$ cat src/rtl/lms_pkg.sv
// Shared types, Q-format constants and saturation helpers for the LMS coefficient-update stage.
package lms_pkg;

    typedef enum logic [1:0] {
        IDLE,
        CAPTURE,
        UPDATE
    } state_t;

    localparam int Q_IN  = 15;
    localparam int Q_ACC = 30;

    function automatic logic signed [15:0] sat16(input logic signed [32:0] v);
        if (v > 33'sd32767)  return 16'sh7fff;
        if (v < -33'sd32768) return 16'sh8000;
        return v[15:0];
    endfunction

    function automatic logic signed [31:0] sat32(input logic signed [32:0] v);
        if (v[32] != v[31]) return v[32] ? 32'sh8000_0000 : 32'sh7fff_ffff;
        return v[31:0];
    endfunction

endpackage

$ cat src/rtl/lms_coeff_update_history.sv
// Input-sample delay line (h[0] newest) with a snapshot taken on accept,
// so the weight update sees the same x[n-i] the filter used.
module lms_history
    import lms_pkg::*;
#(
    parameter int MAX_TAPS = 16
) (
    input  logic               clk,
    input  logic               rstn,
    input  logic               x_valid,
    input  logic signed [15:0] x_data,
    input  logic               snap_en,
    output logic signed [15:0] snap [MAX_TAPS]
);

    logic signed [15:0] hist [MAX_TAPS];

    always_ff @(posedge clk) begin
        if (!rstn) begin
            for (int k = 0; k < MAX_TAPS; k++) begin
                hist[k] <= '0;
                snap[k] <= '0;
            end
        end else begin
            if (x_valid) begin
                hist[0] <= x_data;
                for (int k = 1; k < MAX_TAPS; k++) hist[k] <= hist[k-1];
            end
            // Non-blocking read of hist gives the pre-shift contents of this cycle.
            if (snap_en) snap <= hist;
        end
    end

endmodule

$ cat src/rtl/lms_coeff_update.sv
// LMS coefficient adaptation: forms d - y on each accepted FIR output, then updates
// and streams tap weights w[0..tc-1] one per cycle through a single shared multiplier.
module lms_coeff_update
    import lms_pkg::*;
#(
    parameter int MAX_TAPS = 16,
    parameter int MU_SHIFT = 4
) (
    input  logic                        clk,
    input  logic                        rstn,
    input  logic                        enable,
    input  logic [$clog2(MAX_TAPS)-1:0] tap_count,
    input  logic                        x_valid,
    input  logic signed [15:0]          x_data,
    input  logic                        fir_out_valid,
    input  logic signed [31:0]          fir_out_data,
    input  logic signed [15:0]          desired_data,
    output logic                        err_valid,
    output logic signed [31:0]          err_out,
    output logic                        coeff_restart,
    output logic                        coeff_data_valid,
    output logic signed [15:0]          coeff_data,
    output logic                        busy,
    output logic [7:0]                  dropped
);

    localparam int AW = $clog2(MAX_TAPS);

    state_t             state, state_nx;
    logic [AW-1:0]      idx, tc_q;
    logic signed [31:0] y_q;
    logic signed [15:0] d_q;
    logic signed [15:0] w    [MAX_TAPS];
    logic signed [15:0] snap [MAX_TAPS];

    logic               accept, last_tap;
    logic signed [32:0] err_full, err_ext, w_sum;
    logic signed [31:0] err_sat, prod, prod_sh;
    logic signed [15:0] e15, delta, w_new;

    assign accept   = fir_out_valid && enable && (state == IDLE);
    assign busy     = (state != IDLE);
    assign last_tap = (idx == tc_q - AW'(1));

    lms_history #(.MAX_TAPS(MAX_TAPS)) u_history (
        .clk     (clk),
        .rstn    (rstn),
        .x_valid (x_valid),
        .x_data  (x_data),
        .snap_en (accept),
        .snap    (snap)
    );

    // Error in Q30: desired is promoted from Q15 before the subtraction.
    assign err_full = (33'(d_q) <<< (Q_ACC - Q_IN)) - 33'(y_q);
    assign err_sat  = sat32(err_full);
    assign err_ext  = 33'(err_out);
    assign e15      = sat16(err_ext >>> Q_IN);

    assign prod    = e15 * snap[idx];
    assign prod_sh = prod >>> (Q_IN + MU_SHIFT);
    assign delta   = sat16(33'(prod_sh));
    assign w_sum   = 33'(w[idx]) + 33'(delta);
    assign w_new   = sat16(w_sum);

    always_comb begin
        state_nx = state;
        unique case (state)
            IDLE:    if (accept) state_nx = CAPTURE;
            CAPTURE: state_nx = (tc_q != '0) ? UPDATE : IDLE;
            UPDATE:  if (last_tap) state_nx = IDLE;
            default: state_nx = IDLE;
        endcase
    end

    always_ff @(posedge clk) begin
        if (!rstn) begin
            state            <= IDLE;
            idx              <= '0;
            tc_q             <= '0;
            y_q              <= '0;
            d_q              <= '0;
            err_out          <= '0;
            err_valid        <= 1'b0;
            coeff_restart    <= 1'b0;
            coeff_data       <= '0;
            coeff_data_valid <= 1'b0;
            dropped          <= '0;
            // NOTE: the weight array is cleared on reset, so it must stay in flops rather than a RAM macro.
            for (int k = 0; k < MAX_TAPS; k++) w[k] <= '0;
        end else begin
            state            <= state_nx;
            err_valid        <= 1'b0;
            coeff_restart    <= 1'b0;
            coeff_data_valid <= 1'b0;

            if (accept) begin
                y_q  <= fir_out_data;
                d_q  <= desired_data;
                tc_q <= tap_count;
            end

            if (fir_out_valid && enable && busy && dropped != 8'hff)
                dropped <= dropped + 8'd1;

            case (state)
                CAPTURE: begin
                    err_out       <= err_sat;
                    err_valid     <= 1'b1;
                    coeff_restart <= (tc_q != '0);
                    idx           <= '0;
                end
                UPDATE: begin
                    w[idx]           <= w_new;
                    coeff_data       <= w_new;
                    coeff_data_valid <= 1'b1;
                    idx              <= idx + AW'(1);
                end
                default: ;
            endcase
        end
    end

endmodule

$ cat config.mk
export PLATFORM = sky130hd
export DESIGN_NAME = lms_coeff_update
export DESIGN_NICKNAME = d
export VERILOG_FILES = /design/src/rtl/lms_pkg.sv /design/src/rtl/lms_coeff_update_history.sv /design/src/rtl/lms_coeff_update.sv
export SDC_FILE = /design/constraint.sdc
export NUM_CORES = 2
export LEC_CHECK = 0
export BUFFER_PORTS_ARGS = -buffer_cell sky130_fd_sc_hd__buf_4
export CAP_MARGIN = 10
export CORE_UTILIZATION = 45
export DETAILED_ROUTE_END_ITERATION = 7
export PLACE_DENSITY = 0.66
export SLEW_MARGIN = 10
export SYNTH_ARGS = -nofsm -noshare
export SYNTH_HDL_FRONTEND = slang
export SYNTH_SLANG_ARGS = --single-unit
$ cat constraint.sdc
create_clock -name clk -period 22.2 [get_ports clk]
set_clock_uncertainty 0.15 [all_clocks]
set_input_delay 5.55 -clock clk [delete_from_list [all_inputs] [get_ports clk]]
set_output_delay 5.55 -clock clk [all_outputs]
set_load 0.02 [all_outputs]
==> metrics.csv <==
stage;metric;value;unit
floorplanning;die area;109000;µm²
synthesis;Netlist cell types;76;
clocking;clk_lat worst skew;690;ps
clocking;Clock Path Buffers;3;
drt;routed vias;32900;
synthesis;Yosys warning count;0;
clocking;Post-CTS Setup Repair Bufs;0;
run_status;status;complete, no violations;
floorplanning;Core ar.;106000;µm²
floorplanning;initial core utilization;0.456;
power;cell area power density;70.5;nW/µm²
floorplanning;die height;329;µm
placed_design;placed cells;5982;
grt;initial antenna violation count;3;
clocking;CTS Buf Count;93;
timing;period utilisation layout;0.547;
finish;Post-Route Utilization;0.504;
critical_path;Critical Path End Type;register;
grt;largest net degree at the start of global routing;261;
drt;WL/cell;19.4;µm
min_path;Worst Hold Class;reg2reg;
synthesis;mapped cell area;48300;µm²
finish;fill cell count;9495;
clocking;PostCTS Resize Cnt;0;
drt;detailed-route vias per instance;5.35;
drt;router iterations before antenna repair;8;
synthesis;Mapped Cells;4715;
clocking;H-Tree Depth;3;
floorplanning;die width;329;µm
finish;P&R area growth vs syn;10.5;%
timing;Max Fclk;82.4;MHz
critical_path;Crit Path Class;reg2reg;
grt;Total GRT Usage;0.221;
critical_path;Top delay family on crit path;adder cells;
timing;Final Hold Viols;0;
drt;remaining antenna violation count;0;
synthesis;sequential area share after synthesis;0.422;
timing;RSZ-0062 raised after global routing;false;
synthesis;Avg Inst Size Synth;10.2;µm²
synthesis;Seq cells post-synth;889;
clocking;Clock Sinks;889;
critical_path;slowest cell on the critical path;dfxtp_4;
critical_path;Crit Path Max Fanout;37;
critical_path;critical path launch point type;register;
critical_path;Data arrival, critical path;12390;ps
timing;setup TNS after final layout;0;ps
critical_path;CP dominant cell by count;fa_1;
synthesis;synthesized net count;5173;
placed_design;Post-DP HPWL;80000;µm
synthesis;number of flops mapped to enable cells by yosys;256;
clocking;# hold bufs at CTS;0;
grt;first-pass GRT wire length;188000;µm
grt;vias in the first global route;33000;
clocking;CTS tree;built;
finish;commonest cells after routing, fill and taps aside;849 x nand2_1, 629 x dfxtp_1, 377 x nor2_1;
floorplanning;io pins;133;
timing;post-route minimum period;12140;ps
job;max cap viols;0;
critical_path;crit-path max cell delay;870;ps
timing;final setup fails;0;
finish;most common cell after layout, fill and taps aside;nand2_1;
floorplanning;Core Rows;119;
synthesis;Top FF cell, synth;dfxtp_1;
placed_design;Placer Congestion;0.936;
clocking;clock slew at reported path FFs;60;ps
grt;gr ovfl total;0;
drt;number of DRC markers in iteration 0;2820;
finish;Nets;5144;
power;Peak VDD IR;0.0511;mV
power;LEAKAGE;20.8;nW
timing;Worst Tran Pin Value;1230;ps
drt;drt drc;0;
synthesis;asr flop ratio synth;0;
critical_path;critical path buffer and inverter count;5;
finish;ratio of cells with drive above 1 in the final layout;0.112;
critical_path;Worst EP required;22440;ps
finish;fin cells;6147;
timing;Slew Limit Fails;0;
placed_design;# port buffers;132;
timing;Rel. slew slack;0.174;
clocking;clock root cell;clkbuf_16;
drt;Detailed Route WL;119000;µm
## cell type report
type / instances / area, µm² / share of cell area
Antenna cell: 1 / 2.50 / 0.0000469
Inverter: 339 / 1270 / 0.0239
Clock buffer: 125 / 2610 / 0.0489
Timing Repair Buffer: 185 / 1440 / 0.0270
Tap cell: 1391 / 1740 / 0.0326
Sequential cell: 889 / 20400 / 0.382
Clock inverter: 39 / 459 / 0.00861
Multi-Input combinational cell: 3178 / 25500 / 0.477
## routing by layer
metal / vias to the layer above / share of wire / wire, µm / GRT usage
li1: 15600 / - / - / -
met1: 16200 / 0.44 / 53000 / 0.306
met2: 990 / 0.46 / 54900 / 0.357
met3: 193 / 0.071 / 8450 / 0.0377
met4: 0 / 0.026 / 3110 / 0.0642
met5: - / 0 / 0 / 0
## per-stage QoR
stage                     cell area, µm²  hold slack (ps)  setup slack (ps)  power (mW)
after floorplan                    48300              290             11560        2.06
after global placement             50300              298             10330        2.20
after detailed placement           50300              306             10060        2.20
after CTS                          53300              305             10040        3.79
after global routing               53300              329              9350        3.89
final                              53300              298             10060        3.76
## Yosys cell counts (3+ instances only)
library cell	n	area [µm²]
o211a_1	3	30.0
o21bai_1	5	37.5
buf_2	17	85.1
nor2_1	378	1420
nor2b_1	264	1650
o211ai_1	4	30.0
nor3_2	3	30.0
maj3_2	14	158
nand4_1	9	56.3
mux4_2	153	3450
maj3_1	17	170
nand2_1	849	3190
a31oi_1	3	18.8
and2_1	57	357
nor4_1	5	31.3
a21boi_0	312	2340
inv_1	338	1270
nor3_1	10	50.1
o21a_1	24	180
a21oi_1	90	450
o21ai_1	8	40.0
or3_1	7	43.8
nand2b_1	16	100
buf_1	49	184
ha_1	122	1530
a21oi_2	11	96.3
edfxtp_1	256	7690
mux2i_1	264	2640
a21o_1	32	240
a21boi_1	5	37.5
xnor2_1	53	464
buf_4	4	30.0
o22ai_1	4	25.0
xor2_1	16	140
buf_6	3	33.8
clkbuf_1	235	882
a211oi_1	5	37.5
nand3_1	26	130
and3_1	10	62.6
dfxtp_1	633	12700
o21ai_0	96	480
fa_1	263	5270
## worst reg2reg max path, delay by kind of cell, from the launching register on
family / cells / cell delay [ps]
mux: 2 / 1320
xor+xnor: 1 / 180
simple gates: 6 / 1070
flops: 1 / 870
buf+inv: 5 / 1530
fa+ha+maj: 9 / 4530
compound gates: 9 / 2250
## path summary, 6_finish.rpt
| check | startpoint | to | slack (ps) | cells after the start |
|---|---|---|---|---|
| worst max-delay path | idx[0]$_SDFFE_PN0N_ | w[11][1]$_SDFFCE_PN0P_ | 10060 | 32 |
| worst min-delay path | u_history.hist[159]$_SDFFE_PN0P_ | u_history.snap[159]$_SDFFE_PN0P_ | 300 | 2 |
| worst max register to register | idx[0]$_SDFFE_PN0N_ | w[11][1]$_SDFFCE_PN0P_ | 10060 | 32 |
| worst min register to register | u_history.hist[159]$_SDFFE_PN0P_ | u_history.snap[159]$_SDFFE_PN0P_ | 300 | 2 |
## cells by family (layout without fill, tap and decap cells)
family / after synthesis / after routing / synth area share
DFF: 889 / 889 / 0.422
muxes: 418 / 418 / 0.126
AOI/OAI and AO/OA: 624 / 624 / 0.0889
buffers and inverters: 648 / 688 / 0.0519
other: 0 / 1 / 0
and+or+nand+nor: 1650 / 1650 / 0.151
adders and majority gates: 416 / 416 / 0.148
xor gates and xnor gates: 70 / 70 / 0.0129
## power by group
part | switching, mW | internal [mW] | total, mW | leakage [nW]
Combinational | 0.294 | 0.156 | 0.450 | 11.6
Sequential | 0.0215 | 1.70 | 1.72 | 7.69
Clock | 0.660 | 0.928 | 1.59 | 1.52
Total | 0.976 | 2.78 | 3.76 | 20.8
## flip-flops by register name, summed over array words and instances, names as in the netlist, named ones only
name and flops:
dropped 8, u_history.snap 256, tc_q 4, u_history.hist 256, w 256, idx 4, coeff_data_valid 1, coeff_restart 1
state 2, y_q 32, coeff_data 16, err_valid 1, d_q 16, err_out 32
No activity file was read; power rests on OpenSTA's default activity.
